==> src/rtl/dff_pipe_pkg.sv <==
// dff_pipe shared constants and helpers.
// Optional build macro: DFF_PIPE_TAPS_EN (exposes per-stage taps).
package dff_pipe_pkg;

  localparam int DEF_WIDTH = 8;
  localparam int DEF_DEPTH = 4;

  function automatic int cnt_w(input int depth);
    int w;
    w = $clog2(depth + 1);
    return (w < 1) ? 1 : w;
  endfunction

endpackage

==> src/rtl/dff_stage.sv <==
// dff_stage: one WIDTH-bit register with valid bit.
// clr wins over en; en=0 holds.
module dff_stage #(
  parameter int              WIDTH   = 8,
  parameter logic [WIDTH-1:0] RST_VAL = '0
) (
  input  logic             clk,
  input  logic             clr,
  input  logic             en,
  input  logic [WIDTH-1:0] d,
  input  logic             d_valid,
  output logic [WIDTH-1:0] q,
  output logic             q_valid
);

  always_ff @(posedge clk) begin
    if (clr) begin
      q       <= RST_VAL;
      q_valid <= 1'b0;
    end else if (en) begin
      q       <= d;
      q_valid <= d_valid;
    end
  end

endmodule

==> src/rtl/dff_pipe.sv <==
// dff_pipe: stallable DEPTH-stage delay line with occupancy count.
// Optional build macro: DFF_PIPE_TAPS_EN adds the taps port.
module dff_pipe
  import dff_pipe_pkg::*;
#(
  parameter int               WIDTH   = DEF_WIDTH,
  parameter int               DEPTH   = DEF_DEPTH,
  parameter logic [WIDTH-1:0] RST_VAL = '0
) (
  input  logic                      clk,
  input  logic                      rst,
  input  logic                      en,
  input  logic                      flush,
  input  logic [WIDTH-1:0]          d,
  input  logic                      d_valid,
  output logic [WIDTH-1:0]          q,
  output logic                      q_valid,
  output logic [cnt_w(DEPTH)-1:0]   count
`ifdef DFF_PIPE_TAPS_EN
  ,
  output logic [DEPTH*WIDTH-1:0]    taps
`endif
);

  localparam int CW = cnt_w(DEPTH);

  logic [WIDTH-1:0] data [DEPTH];
  logic             vld  [DEPTH];
  logic             clr;

  assign clr = rst | flush;

  for (genvar i = 0; i < DEPTH; i++) begin : g_stage
    logic [WIDTH-1:0] sd;
    logic             sv;

    if (i == 0) begin : g_head
      assign sd = d;
      assign sv = d_valid;
    end else begin : g_body
      assign sd = data[i-1];
      assign sv = vld[i-1];
    end

    dff_stage #(
      .WIDTH   (WIDTH),
      .RST_VAL (RST_VAL)
    ) u_stage (
      .clk     (clk),
      .clr     (clr),
      .en      (en),
      .d       (sd),
      .d_valid (sv),
      .q       (data[i]),
      .q_valid (vld[i])
    );

`ifdef DFF_PIPE_TAPS_EN
    assign taps[i*WIDTH +: WIDTH] = data[i];
`endif
  end

  assign q       = data[DEPTH-1];
  assign q_valid = vld[DEPTH-1];

  // Word in and word out on the same edge cancel, so count tracks popcount(vld).
  always_ff @(posedge clk) begin
    if (clr) begin
      count <= '0;
    end else if (en) begin
      count <= count + CW'(d_valid) - CW'(vld[DEPTH-1]);
    end
  end

endmodule

==> config.mk <==
export PLATFORM = sky130hd
export DESIGN_NAME = dff_pipe
export DESIGN_NICKNAME = d
export VERILOG_FILES = /design/src/rtl/dff_pipe_pkg.sv /design/src/rtl/dff_stage.sv /design/src/rtl/dff_pipe.sv
export SDC_FILE = /design/constraint.sdc
export NUM_CORES = 1
export LEC_CHECK = 0
export CAP_MARGIN = 20
export CORE_MARGIN = 1.5
export CORE_UTILIZATION = 45
export CTS_BUF_LIST = sky130_fd_sc_hd__clkbuf_2 sky130_fd_sc_hd__clkbuf_4 sky130_fd_sc_hd__clkbuf_8
export CTS_CLUSTER_DIAMETER = 100
export DETAILED_ROUTE_END_ITERATION = 7
export PLACE_DENSITY = 0.69
export SETUP_SLACK_MARGIN = 0.4
export SLEW_MARGIN = 20
export SYNTH_ARGS = -nofsm -noshare
export SYNTH_HDL_FRONTEND = slang
export SYNTH_SLANG_ARGS = --single-unit
==> constraint.sdc <==
create_clock -name clk -period 3.7 [get_ports clk]
set_input_delay 0.925 -clock clk [delete_from_list [all_inputs] [get_ports clk]]
set_output_delay 0.925 -clock clk [all_outputs]
set_load 0.005 [all_outputs]
# After elaboration in Yosys (flattened, before gate mapping)
# Index checks and enable logic that the tools add are counted.
dict set report word_totals {
  ramBits 0
  latch_bits 0
  inputBits 13
  out_inout_bits 12
  reg_bits 39
  romBits 0
  n_memories 0
  elab_cells 12
}
dict set report op_classes {
  div 0
  n_reduce_logical 0
  n_mul 0
  n_lt_le_gt_ge 0
  shifts 0
  n_bitwise 1
  n_eq_ne 0
  mux 0
  addsub 2
}
# cell count
set op_table {}
lappend op_table {{adder 3 x 1 -> 3 bit} 1}
lappend op_table {{subtractor 3 x 1 -> 3 bit} 1}
lappend op_table {{bitwise OR 1 bit} 1}

# Longest topological paths before layout
dict set report depth {
  depth_word 2
  depth_mapped 9
  ltp_nobuf 9
}

# Hierarchy
# Synthesis repeated with hierarchy kept, for this count alone.
dict set report hier_totals {
  cells_unflattened 136
  hier_area_um2 1461.4
}
# mod area_per_inst_um2 seq_area_each_um2 cells_per_inst n_inst
set by_module_without_submodules {}
lappend by_module_without_submodules {dff_stage 319.1 180.2 29 4}
lappend by_module_without_submodules {dff_pipe 185.2 60.1 20 1}

# Worst setup path after synthesis
# OpenSTA, ideal clock, no wires.
dict set report synth_path {
  kind {input to register}
  startpoint {input d_valid}
  endpoint {register count[2]}
  path_buffers 0
  setup_ps 59
  setup_slack_ps 1708
  path_stages 6
  arrival_time_ps 1933
  path_cell_list {ha_1 inv_1 fa_1 xor2_1 a211o_1 nand2_1}
}
dict set report synth_via {
  elab_chain_len 2
}
# element line
set synth_lines {}
lappend synth_lines {{start, declared} dff_pipe.sv:15} ;# input logic d_valid,
lappend synth_lines {{adder 3 x 1 -> 3 bit} dff_pipe.sv:71} ;# count <= count + CW'(d_valid) - CW'(vld[DEPTH-1]);
lappend synth_lines {{subtractor 3 x 1 -> 3 bit} dff_pipe.sv:71}
lappend synth_lines {{end signal, assigned} dff_pipe.sv:71}
lappend synth_lines {{end, declared} dff_pipe.sv:18} ;# output logic [cnt_w(DEPTH)-1:0] count
# No other way between the ends.
# A chain may end at the register's enable or synchronous reset.

# Worst setup path after layout
dict set report layout_path {
  startpoint {register count[1]}
  endpoint {output count[1]}
}
# No word-level cell between the ends.

==> results.toml <==
[timing]
finalClockSkew_ns = 0.00619
layout_min_cycle_time_ns = 2.22
maxSlewHeadroom_pct = 27.8
setup_tns_ns = 0
fmax_ghz = 0.451
hold_viol = 0
grt_setup_unrepaired = "false"
finalCritPeriodShare_pct = 60.0
setup_viol = 0
tightest_slew_ns = 1.08
final_max_slew_viol_count = 0

[clock_tree]
cts_buffer_depth = 2
clock_sinks = 39
path_clk_slew_ns = 0.10
cts_hold_buf = 0
post_cts_resize_count = 0
clkLatencyLatePin_ns = 0.34
post-cts-setup-buffers = 0
cts_tree = "built"
root_buffer = "clkbuf_4"
cts_buffers = 5
htreeDepth = 2

[synth]
syn_inst = 137
ys_seq_area_share_pct = 52.8
netlist_area_mm2 = 0.00148
yosys_warnings = 0
syn_nets = 153
avgSynthCellArea_um2 = 10.8
ys_ff_latch = 39
synth_cell_types = 17

[drt]
vias_per_cell = 4.72
wire_per_inst_um = 10.3
route.detailed.drc = 0
first_pass_iters = 2
antenna_left = 0
route.vias.total = 962
drt_iter0_markers = 20
wl_mm = 2.11

[floorplanning]
core_area_mm2 = 0.00308
die-area_mm2 = 0.00364
core.rowCount = 20
die_y_um = 60.3
die_width_um = 60.3
boundaryPins = 25
initial_core_util_pct = 48.0

[worst_setup_path]
cp.required_ns = 2.77
crit_slowest_cell = "clkdlybuf4s50_1"
crit_family = "buffers and inverters"
slowest_delay_ns = 0.53
crit_arrival_ns = 1.29
setup.worst_path.class = "register to output pin"
worst-path-stages = 1
cp_num_buf_inv = 1
cp_max_fo = 4
cp_cell_sequence = "clkdlybuf4s50_1"
start_kind = "register"
rr_worst_depth = 9
critPathCaptureType = "output pin"

[hold_path]
worstHoldPathCells = 2
hold_class = "register to register"

[pwr]
power_density_mw_per_mm2 = 411
power_leakage_uw = 0.000746
ir_worst_vdd_mv = 0.237

[finish]
syn_to_final_growth_pct = 19.6
diodes = 0
fin_cells = 204
drive_above_1_share_pct = 6.88
nets = 175

[placed_design]
place.port_buffers = 24
gp_congestion = 0.646
dp_cells = 196
hpwl_mm = 1.39

[global_route]
grt-ovfl-total = 0
grt_max_degree = 42
grt_usage_pct = 13.3
antenna_found_initial = 0
grt_pass1_vias = 810
grt_pass1_wl_mm = 3.44

[flow_run]
max-cap-violations = 0

[run_status]
status = "finished clean"
[synth_stat cells]
library cell  number  share of area [%]
clkbuf_1           1               0.25
dfxtp_1           39                 53
buf_4              4                2.0
nor2_1            38                9.6
buf_6              3                2.3
a211oi_2           1               0.85
nand2_1            1               0.25
ha_1               2                1.7
mux2i_1           37                 25
fa_1               1                1.4
or2_4              1               0.59
buf_2              1               0.34
a211o_1            1               0.59
xor2_1             1               0.59
nand3_1            1               0.34
inv_1              4                1.0
nor3_1             1               0.34
[sequential cells by signal, summed over array words and instances, names as in the netlist]
signal,flops
g_stage.u_stage.q,32
g_stage.u_stage.q_valid,4
count,3
[placed cells by master, fill, tap and decap left out, drive strengths merged]
master / instances
or2: 1
mux2i: 37
fa: 1
clkbuf: 8
a211oi: 1
xor2: 1
a211o: 1
inv: 4
nand2: 1
dfxtp: 39
nor2: 38
ha: 2
buf: 1
nor3: 1
nand3: 1
clkdlybuf4s50: 23
[cells by family (layout without fill, tap and decap cells)]
kind of cell | after synthesis | count (layout) | share of synthesized area [%]
compound gates | 2 | 2 | 1.44
flops | 39 | 39 | 52.8
xor+xnor | 1 | 1 | 0.592
buf+inv | 13 | 36 | 5.92
mux | 37 | 37 | 25.0
fa+ha+maj | 3 | 3 | 3.05
simple gates | 42 | 42 | 11.2
[report_power, final]
group          leakage [µW]  total [µW]  switching, µW  internal [µW]
logic              0.000389        52.3           24.0           28.3
registers          0.000315         428           3.05            425
clock network     0.0000420         246            127            119
total              0.000746         726            154            572
[cell type report]
class                           count  area [µm²]
Clock buffer                        8        72.6
Fill cell                         295        1310
Inverter                            4        15.0
Multi-Input combinational cell     85         611
Sequential cell                    39         781
Tap cell                           44        55.1
Timing Repair Buffer               24         235
[per-layer routing]
metal / vias to the layer above / global-route usage (%) / wire, µm
li1: 490 / - / -
met1: 445 / 14.2 / 963
met2: 20 / 21.3 / 986
met3: 7 / 6.49 / 107
met4: 0 / 7.62 / 49
met5: - / 0 / 0
[worst paths after layout]
kind | from | endpoint | slack, ns
hold / removal | g_stage[3].u_stage.q[0] | g_stage[3].u_stage.q[0] | 0.50
setup / recovery | count[1] | count[1] | 1.48
hold reg to reg | g_stage[3].u_stage.q[0] | g_stage[3].u_stage.q[0] | 0.50
setup reg to reg | count[0] | count[2] | 1.86
[through the flow]
step | instance area, µm² | total power, µW | hold slack, ns | setup slack (ns) | utilization (%)
6_report | 1770 | 726 | 0.503 | 1.48 | 57.5
5_1_grt | 1770 | 759 | 0.522 | 1.41 | 57.5
4_1_cts | 1770 | 740 | 0.508 | 1.46 | 57.5
3_5_place_dp | 1700 | 491 | 0.482 | 1.17 | 55.1
3_3_place_gp | 1700 | 490 | 0.474 | 1.18 | 55.1
2_1_floorplan | 1480 | 476 | 0.460 | 1.71 | -
No activity file was read; power rests on OpenSTA's default activity.
